`src/rtl/tanh_share_pkg.sv`:
```
// Shared definitions for the tanh PLA sharing arbiter: default sizing,
// the requester tag type and a tag-to-one-hot helper.
package tanh_share_pkg;

   localparam int N_REQ_DEF = 4;
   localparam int TAG_W_DEF = 2;

   typedef logic [TAG_W_DEF-1:0] tag_t;

   // Requester index to one-hot requester vector.
   function automatic logic [N_REQ_DEF-1:0] onehot(input tag_t tag);
      logic [N_REQ_DEF-1:0] vec;
      vec      = '0;
      vec[tag] = 1'b1;
      return vec;
   endfunction

endpackage

```
`src/rtl/tanh_share_arbiter_if.sv`:
```
// Requester / PLA bus of the tanh sharing arbiter.
// slave  : the arbiter side.
// master : the gate-lane / PLA side (requesters and the external tanh unit).
interface tanh_share_arbiter_if
   import tanh_share_pkg::*;
#(
   parameter int N_REQ = N_REQ_DEF,
   parameter int W_IN  = 16,
   parameter int W_OUT = 16
);
   logic [N_REQ-1:0]      req_valid;
   logic [N_REQ*W_IN-1:0] req_data;
   logic [N_REQ-1:0]      req_ready;
   logic [W_IN-1:0]       pla_in;
   logic [W_OUT-1:0]      pla_out;
   logic [N_REQ-1:0]      rsp_valid;
   logic [W_OUT-1:0]      rsp_data;
   logic [N_REQ-1:0]      rsp_ready;
   logic                  busy;

   modport slave (
      input  req_valid, req_data, pla_out, rsp_ready,
      output req_ready, pla_in, rsp_valid, rsp_data, busy
   );

   modport master (
      output req_valid, req_data, pla_out, rsp_ready,
      input  req_ready, pla_in, rsp_valid, rsp_data, busy
   );
endinterface

```
`src/rtl/tanh_rr_arb.sv`:
```
// Round-robin arbiter: grants the first asserted request at or after the
// pointer, wrapping N_REQ-1 -> 0. The pointer moves past the winner only
// when the grant is actually taken (enable & |req).
module tanh_rr_arb
   import tanh_share_pkg::*;
#(
   parameter int N_REQ = N_REQ_DEF,
   parameter int TAG_W = TAG_W_DEF
) (
   input  logic             clock,
   input  logic             reset,
   input  logic [N_REQ-1:0] req,
   input  logic             enable,
   output logic [N_REQ-1:0] grant,
   output logic [TAG_W-1:0] grant_idx
);

   logic [TAG_W-1:0] ptr;
   logic             found;
   int               idx;

   // Rotating priority search starting at the pointer.
   always_comb begin
      // NOTE: every output of a combinational block gets a default first so no latch is inferred.
      grant     = '0;
      grant_idx = '0;
      found     = 1'b0;
      idx       = 0;
      for (int i = 0; i < N_REQ; i++) begin
         idx = int'(ptr) + i;
         if (idx >= N_REQ) idx = idx - N_REQ;
         if (!found && req[idx]) begin
            found      = 1'b1;
            grant[idx] = 1'b1;
            grant_idx  = TAG_W'(idx);
         end
      end
   end

   // Pointer moves to winner+1 only when the grant is accepted.
   always_ff @(posedge clock) begin
      // NOTE: sequential state uses non-blocking assignments so all flops update together at the edge.
      if (reset) begin
         ptr <= '0;
      end else if (enable && (|req)) begin
         ptr <= (grant_idx == TAG_W'(N_REQ-1)) ? '0 : grant_idx + 1'b1;
      end
   end

endmodule

```
`src/rtl/tanh_share_arbiter.sv`:
```
// Shares one combinational tanh PLA between N_REQ requesters.
// S1 registers the granted operand (drives the PLA), S2 registers the PLA
// result and returns it one-hot to the originating requester.
// Optional build macro: TANH_SHARE_ARB_PERF_EN adds op_cnt / stall_cnt.
module tanh_share_arbiter
   import tanh_share_pkg::*;
#(
   parameter int N_REQ = N_REQ_DEF,
   parameter int W_IN  = 16,
   parameter int W_OUT = 16,
   parameter int TAG_W = TAG_W_DEF
) (
   input  logic                clock,
   input  logic                reset,
   tanh_share_arbiter_if.slave bus
`ifdef TANH_SHARE_ARB_PERF_EN
  ,output logic [31:0]         op_cnt,
   output logic [31:0]         stall_cnt
`endif
);

   logic             s1_vld, s2_vld;
   logic [TAG_W-1:0] s1_tag, s2_tag;
   logic [W_IN-1:0]  pla_in_q;
   logic [W_OUT-1:0] rsp_data_q;
   logic [N_REQ-1:0] rr_grant;
   logic [TAG_W-1:0] gnt_idx;
   logic             adv1, adv2, hs;

   // S2 moves when empty or its owner accepts; S1 moves when empty or S2 moves.
   assign adv2 = !s2_vld || bus.rsp_ready[s2_tag];
   assign adv1 = !s1_vld || adv2;

   assign bus.req_ready = adv1 ? rr_grant : '0;
   assign hs            = |(bus.req_valid & bus.req_ready);

   tanh_rr_arb #(
      .N_REQ (N_REQ),
      .TAG_W (TAG_W)
   ) u_arb (
      .clock     (clock),
      .reset     (reset),
      .req       (bus.req_valid),
      .enable    (adv1),
      .grant     (rr_grant),
      .grant_idx (gnt_idx)
   );

   // S1: capture the granted operand and its tag; drain to empty when nothing is granted.
   always_ff @(posedge clock) begin
      if (reset) begin
         s1_vld   <= 1'b0;
         s1_tag   <= '0;
         pla_in_q <= '0;
      end else if (adv1) begin
         s1_vld <= hs;
         if (hs) begin
            s1_tag   <= gnt_idx;
            pla_in_q <= bus.req_data[int'(gnt_idx)*W_IN +: W_IN];
         end
      end
   end

   // S2: capture the PLA result behind S1; hold everything under backpressure.
   always_ff @(posedge clock) begin
      if (reset) begin
         s2_vld     <= 1'b0;
         s2_tag     <= '0;
         rsp_data_q <= '0;
      end else if (adv2) begin
         s2_vld     <= s1_vld;
         s2_tag     <= s1_tag;
         rsp_data_q <= bus.pla_out;
      end
   end

   assign bus.pla_in    = pla_in_q;
   assign bus.rsp_data  = rsp_data_q;
   assign bus.rsp_valid = s2_vld ? (N_REQ'(1) << s2_tag) : '0;
   assign bus.busy      = s1_vld | s2_vld;

`ifdef TANH_SHARE_ARB_PERF_EN
   // Free-running wrap-around counters of accepted operands and result stalls.
   always_ff @(posedge clock) begin
      if (reset) begin
         op_cnt    <= '0;
         stall_cnt <= '0;
      end else begin
         if (hs) op_cnt <= op_cnt + 32'd1;
         if (s2_vld && !bus.rsp_ready[s2_tag]) stall_cnt <= stall_cnt + 32'd1;
      end
   end
`endif

endmodule
```
`src/flat_wrapper.sv`:
```
// flat-port wrapper written by rule: the top's interface ports become plain ports
module tanh_share_arbiter_flat import tanh_share_pkg::*;
#(
   parameter int N_REQ = N_REQ_DEF,
   parameter int W_IN  = 16,
   parameter int W_OUT = 16,
   parameter int TAG_W = TAG_W_DEF
)
  (clock, reset, bus_req_valid, bus_req_data, bus_pla_out, bus_rsp_ready, bus_req_ready, bus_pla_in, bus_rsp_valid, bus_rsp_data, bus_busy);
  tanh_share_arbiter_if #(.N_REQ(N_REQ), .W_IN(W_IN), .W_OUT(W_OUT)) bus_i ();
  input  logic clock;
  input  logic reset;
  input wire logic [$bits(bus_i.req_valid)-1:0] bus_req_valid;
  input wire logic [$bits(bus_i.req_data)-1:0] bus_req_data;
  input wire logic [$bits(bus_i.pla_out)-1:0] bus_pla_out;
  input wire logic [$bits(bus_i.rsp_ready)-1:0] bus_rsp_ready;
  output wire logic [$bits(bus_i.req_ready)-1:0] bus_req_ready;
  output wire logic [$bits(bus_i.pla_in)-1:0] bus_pla_in;
  output wire logic [$bits(bus_i.rsp_valid)-1:0] bus_rsp_valid;
  output wire logic [$bits(bus_i.rsp_data)-1:0] bus_rsp_data;
  output wire logic [$bits(bus_i.busy)-1:0] bus_busy;
  assign bus_i.req_valid = bus_req_valid;
  assign bus_i.req_data = bus_req_data;
  assign bus_i.pla_out = bus_pla_out;
  assign bus_i.rsp_ready = bus_rsp_ready;
  assign bus_req_ready = bus_i.req_ready;
  assign bus_pla_in = bus_i.pla_in;
  assign bus_rsp_valid = bus_i.rsp_valid;
  assign bus_rsp_data = bus_i.rsp_data;
  assign bus_busy = bus_i.busy;
  tanh_share_arbiter #(.N_REQ(N_REQ), .W_IN(W_IN), .W_OUT(W_OUT), .TAG_W(TAG_W)) u_core (.clock(clock), .reset(reset), .bus(bus_i));
endmodule
```
`config.mk`:
```
export PLATFORM = sky130hd
export DESIGN_NAME = tanh_share_arbiter_flat
export DESIGN_NICKNAME = d
export VERILOG_FILES = /design/src/rtl/tanh_share_pkg.sv /design/src/rtl/tanh_share_arbiter_if.sv /design/src/rtl/tanh_rr_arb.sv /design/src/rtl/tanh_share_arbiter.sv /design/src/flat_wrapper.sv
export SDC_FILE = /design/constraint.sdc
export NUM_CORES = 1
export LEC_CHECK = 0
export BUFFER_PORTS_ARGS = -buffer_cell sky130_fd_sc_hd__buf_4
export CORE_UTILIZATION = 53
export CTS_BUF_LIST = sky130_fd_sc_hd__clkbuf_2
export DETAILED_ROUTE_END_ITERATION = 12
export GPL_TIMING_DRIVEN = 0
export HOLD_SLACK_MARGIN = 0.03
export PLACE_DENSITY = 0.89
export RECOVER_POWER = 25
export REMOVE_ABC_BUFFERS = 1
export SLEW_MARGIN = 5
export SYNTH_ARGS = -nofsm -noshare
export SYNTH_HDL_FRONTEND = slang
export SYNTH_SLANG_ARGS = --single-unit
```
`constraint.sdc`:
```
create_clock -name clock -period 9.35 [get_ports clock]
set_input_delay 1.87 -clock clock [delete_from_list [all_inputs] [get_ports clock]]
set_output_delay 1.87 -clock clock [all_outputs]
set_load 0.02 [all_outputs]
```
==> impl_metrics.csv, run 1 <==
group,metric,value,unit
floorplanning,pin_count,131,
placement,port_buffers,130,
floorplanning,die_x,75.46,um
logic_synthesis,synth_top_area_share,0.2800,
status,status,"finished, final reports clean",
critical_path,crit_type,"input pin to primary output",
logic_synthesis,ys_ff_latch,40,
cells_and_area,multi_input_area,1730,um^2
critical_path,cp-start-kind,"input pin",
logic_synthesis,synth_ff_type,"dfxtp_1",
global_routing,grt_pass1_wl,12750,um
clock_tree,cts_tree,"built",
sta,min_period,5.525,ns
sta,whs,0.5014,ns
placement,place_inst,516,
cells_and_area,nFillCells,437,
global_routing,antenna_found_initial,0,
clock_tree,cts_buffers,5,
global_routing,grt_pass1_vias,2901,
clock_tree,holdBufCountCts,0,
critical_path,worst-r2r-cell-count,10,
routing,drc_errors,0,
power_and_ir_drop,powerDensity,287.9,nW/um^2
routing,dr.first_iter.drc_count,251,
sta,fmaxAchievable,0.1810,GHz
run,drv_cap,0,
power_and_ir_drop,p_leak,1.653,nW
routing,viasPerCell,6.208,
routing,dr.pass1.iters,7,
hold_path,hold_path_end,"u_core.bus.pla_in[9]",
global_routing,grt_max_degree,38,
critical_path,reg2reg_from,"u_core.u_arb.ptr[0]",
floorplanning,die-area,5694,um^2
power_and_ir_drop,ir_worst_vdd,166.7,uV
floorplanning,die_h,75.46,um
cells_and_area,fin_area,3797,um^2
logic_synthesis,synth-compound-area-share,0.3513,
clock_tree,cts_buffer_depth,2,
clock_tree,clock_sinks,40,
hold_path,min_from,"u_core.bus.pla_in[9]",
routing,wl_per_cell,16.31,um
cells_and_area,stdcell_count,524,
placement,placed_cell_area,3794,um^2
sta,worst_pin_slew,1.219,ns
cells_and_area,diodes,0,
global_routing,grtUsageTotal,0.2893,
logic_synthesis,synth_top_family_by_area,"compound AO/OA/AOI/OAI gates",
critical_path,r2r_slack,4.37,ns
critical_path,crit_fanout,11,
cells_and_area,regArea,800.8,um^2
logic_synthesis,yosysSeqAreaShare,0.2800,
logic_synthesis,synth.distinct_cells,53,
sta,setup_viol,0,
sta,finalSetupTns,0,ns
routing,final_antenna_net_count,0,
floorplanning,start_util,0.5565,
critical_path,cp-end-kind,"primary output",
routing,via_count,3253,
logic_synthesis,synth_fa_ha_area_frac,0.02187,
critical_path,crit_required,7.48,ns
logic_synthesis,synth-async-reset-ratio,0,
sta,finalCritPeriodShare,0.5909,
floorplanning,coreArea,5140,um^2
hold_path,min_path_cells,2,
sta,skew,0.02463,ns
clock_tree,cts-root-buf,"clkbuf_2",
logic_synthesis,syn_area,2860,um^2
placement,place_hpwl,5867,um
logic_synthesis,muxShareOfSynthArea,0.09843,
global_routing,grt-ovfl-total,0,
logic_synthesis,synth_top_cell_by_area,"dfxtp_1",
logic_synthesis,synth_xor_area_frac,0,
clock_tree,path_clk_slew,0.22,ns
logic_synthesis,synth-edff-count,0,
logic_synthesis,yosys.area_share.simple,0.1277,
clock_tree,cts_resized,0,
sta,rsz0062_at_grt,"no",
sta,relSlewSlack,0.1870,
logic_synthesis,yosysWarnings,0,
clock_tree,cts_setup_buffers,0,
placement,gp_congestion,0.9085,
clock_tree,h-tree-depth,2,
floorplanning,num_rows,26,
sta,hold_viol,0,
critical_path,worstReg2RegEnd,"u_core.u_arb.ptr[0]",
hold_path,hold_class,"flip-flop to flip-flop",
cells_and_area,drive_above_1_share,0.3128,
sta,finalMaxSlewViolations,0,
critical_path,crit_arrival,3.66,ns
logic_synthesis,syn_inst,350,
cells_and_area,nNetsFinal,548,
logic_synthesis,synth.avg_cell_area,8.172,um^2
cells_and_area,area_growth,32.76,%
routing,routed_wl,8548,um
logic_synthesis,ys_top_cells_by_area,"dfxtp_1 (28%), a211oi_1 (8.4%), mux2i_1 (6.3%)",
clock_tree,insertion_delay,0.43,ns
-- through the flow --
step                        util   power, W  setup WS, ns
final                     0.7388   0.001093         3.825
after detailed placement  0.7381  0.0009874         3.786
after global routing      0.7388   0.001163         3.718
after floorplan                -  0.0007538         4.248
after CTS                 0.7519   0.001098         3.906
after global placement    0.7291  0.0009624         3.427
-- cell usage after synthesis, types with 2 or more instances --
library cell,number
a21boi_0,2
nand3_1,3
nand2b_1,5
buf_6,4
mux2_2,3
o221ai_1,2
o221a_2,2
a2111oi_0,15
o21ai_0,4
dfxtp_1,40
buf_2,8
a21o_1,3
nor3_1,2
mux2i_1,18
nand2_1,22
or2_2,2
nor2_1,28
mux4_2,3
a221oi_1,16
clkbuf_1,20
ha_1,5
or4_1,2
a2111o_1,2
a211oi_1,32
a21oi_1,11
inv_1,44
o32ai_1,17
a22o_1,3
nand3b_1,7
a22oi_1,2
-- worst max path at each step --
stage	to	cells after the start	slack (ns)	from
after floorplan	bus_req_ready[1]	5	4.25	bus_req_valid[0]
after global placement	u_core.u_arb.ptr[0]	9	3.43	bus_req_valid[2]
after detailed placement	u_core.u_arb.ptr[0]	9	3.79	bus_req_valid[0]
after CTS	bus_req_ready[0]	5	3.91	bus_rsp_ready[2]
after global routing	bus_req_ready[0]	5	3.72	bus_rsp_ready[2]
final	bus_req_ready[3]	5	3.82	bus_rsp_ready[2]
-- cell usage in the layout, fill, tap and decap left out, drive strengths merged, types with 5 or more instances in the layout --
cell,instances
clkbuf,18
a2111oi,16
inv,45
dfxtp,40
buf,118
nand3b,7
nor2,28
o32ai,17
o21ai,5
a21oi,12
mux2i,18
a211oi,32
a221oi,16
ha,5
nand2b,5
nand2,22
-- kinds of logic after synthesis --
group | after synthesis
compound gates | 124
fa+ha+maj | 5
buf+inv | 80
flops | 40
mux | 24
simple gates | 77
-- cell type report --
cell class / count / area share
clock buffers: 5 / 0.006590
well taps: 70 / 0.02306
flip-flops and latches: 40 / 0.2109
multi-input cells: 230 / 0.4557
inverters: 45 / 0.04448
repair buffers: 131 / 0.2471
clock inverters: 3 / 0.01219
-- metal layers --
metal,vias to the layer above,wire [um],track usage,part of all wire
met5,-,0,0,0
met4,0,110,0.1091,0.013
met3,17,841,0.09259,0.098
met2,186,4234,0.5099,0.50
met1,1524,3361,0.3262,0.39
li1,1526,-,-,-
-- worst max-delay path: stages --
cell	delay (ns)
clkbuf_4	0.11
mux2_1	0.33
o32ai_1	1.02
nor2_1	0.12
buf_4	0.21
-- flip-flops by register name, indices dropped and copies added, names as in the netlist --
signal / flops
u_core.bus.pla_in: 16
u_core.bus.rsp_data: 16
u_core.s1_tag: 2
u_core.s2_tag: 2
u_core.u_arb.ptr: 2
u_core.s1_vld: 1
u_core.s2_vld: 1
-- power by group --
| part | internal (W) | switching, W | leakage [nW] |
|---|---|---|---|
| combinational | 0.000297 | 0.000433 | 1.28 |
| sequential | 0.000214 | 0.0000384 | 0.332 |
| clock | 0.0000460 | 0.0000651 | 0.0396 |
| total | 0.000557 | 0.000536 | 1.65 |
Power figures use the tool's default switching activity.
==> run 2: changes to the inputs <==
--- a/config.mk
+++ b/config.mk
@@ -6,12 +6,12 @@
 export NUM_CORES = 1
 export LEC_CHECK = 0
 export BUFFER_PORTS_ARGS = -buffer_cell sky130_fd_sc_hd__buf_4
-export CORE_UTILIZATION = 53
+export CORE_UTILIZATION = 44
 export CTS_BUF_LIST = sky130_fd_sc_hd__clkbuf_2
 export DETAILED_ROUTE_END_ITERATION = 12
 export GPL_TIMING_DRIVEN = 0
 export HOLD_SLACK_MARGIN = 0.03
-export PLACE_DENSITY = 0.89
+export PLACE_DENSITY = 0.79
 export RECOVER_POWER = 25
 export REMOVE_ABC_BUFFERS = 1
 export SLEW_MARGIN = 5
==> constraint.sdc (replaced) <==
create_clock -name clock -period 4.6 [get_ports clock]
set_input_delay 0.92 -clock clock [delete_from_list [all_inputs] [get_ports clock]]
set_output_delay 0.92 -clock clock [all_outputs]
set_load 0.02 [all_outputs]
==> run 2 against run 1 <==
Critical path depth is 5 higher. Routed wire length is 5.6% higher. Non-clock buffer count stayed put. Clock skew is 0.011 ns lower. Total power is 100% higher. Setup slack worse by 3.5 ns. Die area is 20% higher. Hold slack worse by 0.019 ns. Global-route usage is 3.4 points lower. Clock power is 100% higher. Via count is 1.3% higher. Final cell count is 1.5% higher. Highest routed layer unchanged.
==> impl_metrics.csv, run 2 (synthesis gave the netlist of run 1 again) <==
group,metric,value,unit
status,status,"finished, final reports clean",
cells_and_area,mostFrequentLayoutCells,"buf_4 (116), inv_1 (44), dfxtp_1 (39)",
power_and_ir_drop,power_switching,0.001090,W
run,drv_cap,0,
clock_tree,clock_sinks,40,
cells_and_area,diodes,0,
routing,final_antenna_net_count,0,
power_and_ir_drop,seq_power_share,0.230,
placement,port_buffers,130,
clock_tree,cts_tree,"built",
critical_path,cp_slowest_cell,"or4_1",
floorplanning,die_h,82.63,um
critical_path,crit_type,"flip-flop to flip-flop",
power_and_ir_drop,ir_worst_vdd,269.4,uV
cells_and_area,nFillCells,592,
critical_path,path_cells,"inv_1 > ha_1 > inv_1 > or4_1 > a31oi_4 > a21o_2 > inv_1 > ha_1 > or4_1 > a21oi_1",
sta,finalMaxSlewViolations,0,
sta,fmaxAchievable,0.2329,GHz
critical_path,cp-end-kind,"flip-flop",
power_and_ir_drop,p_leak,1.648,nW
hold_path,hold_class,"flip-flop to flip-flop",
cells_and_area,stdcell_count,532,
power_and_ir_drop,switching_share,0.4904,
placement,place_inst,523,
cells_and_area,layout_commonest_cell,"buf_4",
routing,dr.first_iter.drc_count,342,
cells_and_area,nNetsFinal,549,
placement,gp_congestion,0.8369,
power_and_ir_drop,clockPowerShare,0.100,
cells_and_area,multi_input_area,1744,um^2
floorplanning,num_rows,29,
routing,wl_per_cell,16.96,um
global_routing,grt_pass1_wl,13410,um
placement,place_hpwl,5994,um
clock_tree,insertion_delay,0.39,ns
global_routing,antenna_found_initial,0,
global_routing,grtUsageTotal,0.2549,
critical_path,cp_num_buf_inv,3,
power_and_ir_drop,p_int,0.001133,W
critical_path,crit_required,4.94,ns
sta,min_period,4.295,ns
routing,via_count,3295,
floorplanning,coreArea,6314,um^2
critical_path,cp-start-kind,"flip-flop",
floorplanning,die-area,6827,um^2
cells_and_area,drive_above_1_share,0.3143,
clock_tree,cts_buffer_depth,2,
sta,finalCritPeriodShare,0.9336,
sta,skew,0.01349,ns
power_and_ir_drop,powerDensity,581.7,nW/um^2
sta,setup_viol,0,
floorplanning,pin_count,131,
routing,routed_wl,9023,um
floorplanning,die_x,82.63,um
floorplanning,start_util,0.4530,
routing,dr.pass1.iters,5,
cells_and_area,area_growth,33.60,%
sta,worst_pin_slew,1.219,ns
global_routing,grt_max_degree,38,
sta,finalSetupTns,0,ns
sta,hold_viol,0,
critical_path,crit_arrival,4.63,ns
routing,drc_errors,0,
critical_path,cpPeakStageDelay,0.69,ns
global_routing,grt-ovfl-total,0,
critical_path,crit_family,"compound AO/OA/AOI/OAI gates",
routing,viasPerCell,6.194,
clock_tree,cts_buffers,5,
critical_path,crit_fanout,33,
clock_tree,holdBufCountCts,0,
critical_path,crit_top_cell,"inv_1",
cells_and_area,fin_util,0.6052,
sta,relSlewSlack,0.1850,
cells_and_area,regArea,802.0,um^2
sta,rsz0062_at_grt,"no",
clock_tree,h-tree-depth,2,
clock_tree,path_clk_slew,0.21,ns
global_routing,grt_pass1_vias,2941,
clock_tree,cts-root-buf,"clkbuf_2",
power_and_ir_drop,comb_power_share,0.670,
==> run 2: cell types whose count changed in the layout (fill, tap and decap cells not counted) <==
cell,before,now
a21o_1,3,2
a21o_2,0,1
a31oi_2,0,1
buf_4,118,116
buf_8,0,1
clkbuf_1,12,14
clkbuf_4,1,0
dfxtp_1,40,39
dfxtp_2,0,1
==> run 2: final timing paths <==
check / endpoint / cells past startpoint / start / slack (ns)
worst min-delay path: u_core.s1_tag[1] / 2 / u_core.s1_tag[1] / 0.48
worst max register to register: u_core.u_arb.ptr[0] / 10 / u_core.u_arb.ptr[0] / 0.31
worst min register to register: u_core.s1_tag[1] / 2 / u_core.s1_tag[1] / 0.48
worst max-delay path: u_core.u_arb.ptr[0] / 10 / u_core.u_arb.ptr[0] / 0.31
==> run 2: power groups by stage <==
| stage | sequential [W] | combinational [W] | clock, W |
|---|---|---|---|
| final | 0.000512 | 0.00149 | 0.000222 |
| after CTS | 0.000511 | 0.00150 | 0.000227 |
| after global placement | 0.000513 | 0.00145 | 0 |
| after floorplan | 0.000573 | 0.000959 | 0 |
| after global routing | 0.000522 | 0.00162 | 0.000243 |
| after detailed placement | 0.000516 | 0.00149 | 0 |
==> run 2: metrics by stage <==
| step | setup WS (ns) | instance area (um^2) | hold WS [ns] | power (W) |
|---|---|---|---|---|
| CTS | 0.08098 | 3876 | 0.4820 | 0.002240 |
| floorplan | 0.2062 | 2684 | 0.4368 | 0.001532 |
| finish | 0.3055 | 3821 | 0.4824 | 0.002223 |
| global placement | -0.6300 | 3756 | 0.4572 | 0.001962 |
| detailed placement | -0.2845 | 3790 | 0.4577 | 0.002004 |
| global route | 0.01417 | 3821 | 0.5097 | 0.002387 |
==> run 2: what timing repair did <==
item                       CTS  global route
setup endpoints to repair    2             1
pin swaps                    1             0
gates resized for setup      2             1
gates cloned                 1             0
setup buffers                0             0
==> run 2: per-layer routing <==
layer | track usage | share of wire | up-vias
li1 | - | - | 1528
met2 | 0.4405 | 0.48 | 191
met3 | 0.08462 | 0.11 | 18
met4 | 0.1121 | 0.020 | 0
met5 | 0 | 0 | -
met1 | 0.2838 | 0.38 | 1558
==> run 2: final cells by class <==
| class | count | share of cell area |
|---|---|---|
| Multi-Input combinational cell | 231 | 0.4565 |
| Timing Repair Buffer | 131 | 0.2456 |
| Sequential cell | 40 | 0.2099 |
| Inverter | 45 | 0.04420 |
| Tap cell | 77 | 0.02521 |
| Clock inverter | 3 | 0.01212 |
| Clock buffer | 5 | 0.006549 |
==> run 2: tightest hold or removal path, delay by kind of cell, from the launching register on <==
family / cells / cell delay [ns]
AOI/OAI and AO/OA: 1 / 0.05
DFF: 1 / 0.36
and+or+nand+nor: 1 / 0.06
==> run 3: changes to the inputs <==
--- a/config.mk
+++ b/config.mk
@@ -5,13 +5,14 @@
 export SDC_FILE = /design/constraint.sdc
 export NUM_CORES = 1
 export LEC_CHECK = 0
+export ABC_AREA = 1
 export BUFFER_PORTS_ARGS = -buffer_cell sky130_fd_sc_hd__buf_4
-export CORE_UTILIZATION = 44
+export CORE_UTILIZATION = 40
 export CTS_BUF_LIST = sky130_fd_sc_hd__clkbuf_2
 export DETAILED_ROUTE_END_ITERATION = 12
 export GPL_TIMING_DRIVEN = 0
 export HOLD_SLACK_MARGIN = 0.03
-export PLACE_DENSITY = 0.79
+export PLACE_DENSITY = 0.73
 export RECOVER_POWER = 25
 export REMOVE_ABC_BUFFERS = 1
 export SLEW_MARGIN = 5
==> run 3 against run 2 <==
Die area rose by 9.9%. Non-clock buffer count fell by 1. Largest cell class unchanged. Sequential cell count did not move. Cell area barely moved. Synthesized cell count rose by 37%.
==> impl_metrics.csv, run 3 <==
group,metric,value,unit
clock_tree,path_clk_slew,0.21,ns
sta,fin_ws,0.9249,ns
logic_synthesis,yosysSeqAreaShare,0.2796,
routing,final_antenna_net_count,0,
cells_and_area,layout_commonest_cell,"nand2_1",
clock_tree,cts_resized,0,
placement,place_hpwl,5434,um
sta,relSlewSlack,0.2116,
clock_tree,cts_setup_buffers,0,
routing,drc_errors,0,
cells_and_area,regArea,800.8,um^2
floorplanning,die-area,7502,um^2
status,status,"finished, final reports clean",
placement,gp_congestion,0.8186,
logic_synthesis,synth_ff_type,"dfxtp_1",
critical_path,crit_type,"input pin to primary output",
logic_synthesis,synth-async-reset-ratio,0,
cells_and_area,drive_above_1_share,0.2333,
routing,dr.first_iter.drc_count,80,
global_routing,grt_pass1_wl,11790,um
global_routing,grt_pass1_vias,2766,
critical_path,cp-start-kind,"input pin",
logic_synthesis,synth_top_cell_by_area,"dfxtp_1",
floorplanning,pin_count,131,
clock_tree,cts_tree,"built",
cells_and_area,diodes,0,
hold_path,hold_class,"flip-flop to flip-flop",
run,drv_cap,0,
clock_tree,cts_buffer_depth,2,
sta,finalMaxSlewViolations,0,
critical_path,crit_fanout,22,
clock_tree,insertion_delay,0.40,ns
logic_synthesis,ys_ff_latch,40,
logic_synthesis,synth.distinct_cells,33,
cells_and_area,fin_util,0.5559,
placement,port_buffers,130,
sta,min_period,3.675,ns
sta,hold_viol,0,
critical_path,cp_slowest_cell,"a211oi_2",
global_routing,grtUsageTotal,0.1943,
critical_path,cpPeakStageDelay,0.96,ns
floorplanning,start_util,0.4169,
critical_path,crit_family,"compound AO/OA/AOI/OAI gates",
logic_synthesis,syn_inst,480,
global_routing,grt-ovfl-total,0,
sta,rsz0062_at_grt,"no",
routing,via_count,3144,
routing,wl_per_cell,10.43,um
logic_synthesis,synth-edff-count,0,
logic_synthesis,synth_common_cells,"nand2_1 (129), inv_1 (80), nor2_1 (69), nand3_1 (58), dfxtp_1 (40)",
sta,fmaxAchievable,0.2721,GHz
routing,routed_wl,7261,um
global_routing,grt_max_degree,50,
clock_tree,cts_buffers,5,
cells_and_area,multi_input_area,1592,um^2
floorplanning,die_x,86.62,um
routing,dr.pass1.iters,4,
critical_path,crit_required,3.68,ns
critical_path,crit_arrival,2.76,ns
clock_tree,holdBufCountCts,0,
clock_tree,clock_sinks,40,
sta,worst_pin_slew,1.180,ns
sta,finalSetupTns,0,ns
floorplanning,coreArea,6869,um^2
critical_path,path_cells,"buf_4 > nand3_1 > nand2_1 > a211oi_2 > nand2_2 > nand2_1 > inv_1 > buf_4",
power_and_ir_drop,ir_worst_vdd,277.7,uV
cells_and_area,area_growth,33.33,%
placement,dp_slack,0.8469,ns
logic_synthesis,yosysWarnings,0,
sta,skew,0.01326,ns
cells_and_area,nNetsFinal,694,
routing,viasPerCell,4.517,
sta,setup_viol,0,
logic_synthesis,syn_area,2864,um^2
critical_path,cp_num_buf_inv,3,
clock_tree,h-tree-depth,2,
clock_tree,cts-root-buf,"clkbuf_2",
logic_synthesis,synth_top_area_share,0.2796,
critical_path,cp-end-kind,"primary output",
logic_synthesis,synth_most_common_cell,"nand2_1",
logic_synthesis,ys_top_cells_by_area,"dfxtp_1 (28%), nand2_1 (17%), inv_1 (10%)",
sta,finalCritPeriodShare,0.7989,
power_and_ir_drop,powerDensity,677.6,nW/um^2
global_routing,antenna_found_initial,0,
cells_and_area,nFillCells,743,
cells_and_area,mostFrequentLayoutCells,"nand2_1 (129), buf_4 (110), inv_1 (80)",
logic_synthesis,synth.avg_cell_area,5.967,um^2
floorplanning,num_rows,30,
floorplanning,die_h,86.62,um
power_and_ir_drop,p_leak,2.186,nW
==> run 3: cell types whose count changed after synthesis, sizes merged, moves of 5 or more <==
cell     delta
a2111oi    -16
nand2     +116
o21ai      +16
a221oi     -16
a211oi     -31
clkbuf     -14
nand2b      -5
nand3b      -6
nor2       +44
nand3      +57
o32ai      -17
inv        +41
mux2i      -18
or2        +14
==> run 3: kinds of logic after synthesis <==
logic type | synth area share
adder cells (fa/ha/maj) | 0.02184
buffers and inverters | 0.1647
flip-flops | 0.2796
AND/OR/NAND/NOR | 0.4570
AO/OA/AOI/OAI | 0.07689
==> run 3: area by class of cell <==
type,instances,share of cell area
Multi-Input combinational cell,335,0.4168
Timing Repair Buffer,130,0.2359
Sequential cell,40,0.2097
Inverter,87,0.08748
Tap cell,96,0.03145
Clock inverter,3,0.01212
Clock buffer,5,0.006553
==> run 3: where the power goes <==
| group | switching, W | total [W] | internal [W] |
|---|---|---|---|
| clock | 0.000126 | 0.000219 | 0.0000937 |
| combinational | 0.00122 | 0.00186 | 0.000644 |
| sequential | 0.0000628 | 0.000508 | 0.000445 |
==> run 3: worst min-delay path, delay by kind of cell (launching register included) <==
kind             cells  cell delay [ns]
flip-flops           1             0.36
AND/OR/NAND/NOR      2             0.14
==> run 3: path summary, 6_finish.rpt <==
check	end	slack [ns]	cells after the start	start
hold / removal	u_core.bus.rsp_data[11]	0.50	2	u_core.bus.rsp_data[11]
hold reg to reg	u_core.bus.rsp_data[11]	0.50	2	u_core.bus.rsp_data[11]
setup reg to reg	u_core.u_arb.ptr[1]	1.17	14	u_core.u_arb.ptr[0]
setup / recovery	bus_req_ready[2]	0.92	8	bus_rsp_ready[1]
==> run 3: per-stage QoR <==
stage	instances	power, W	hold slack, ns	area [um^2]
floorplan	462	0.001897	0.4554	2726
global placement	688	0.002406	0.4665	3822
detailed placement	688	0.002440	0.4754	3822
CTS	696	0.002669	0.5071	3894
global route	696	0.002911	0.5300	3819
finish	696	0.002587	0.5040	3819
==> run 3: layer usage <==
layer	GRT usage	part of all wire	up-vias
met1	0.2120	0.41	1348
met3	0.06000	0.082	6
met4	0.04848	0.0083	0
met2	0.3636	0.50	100
met5	0	0	-
li1	-	-	1690
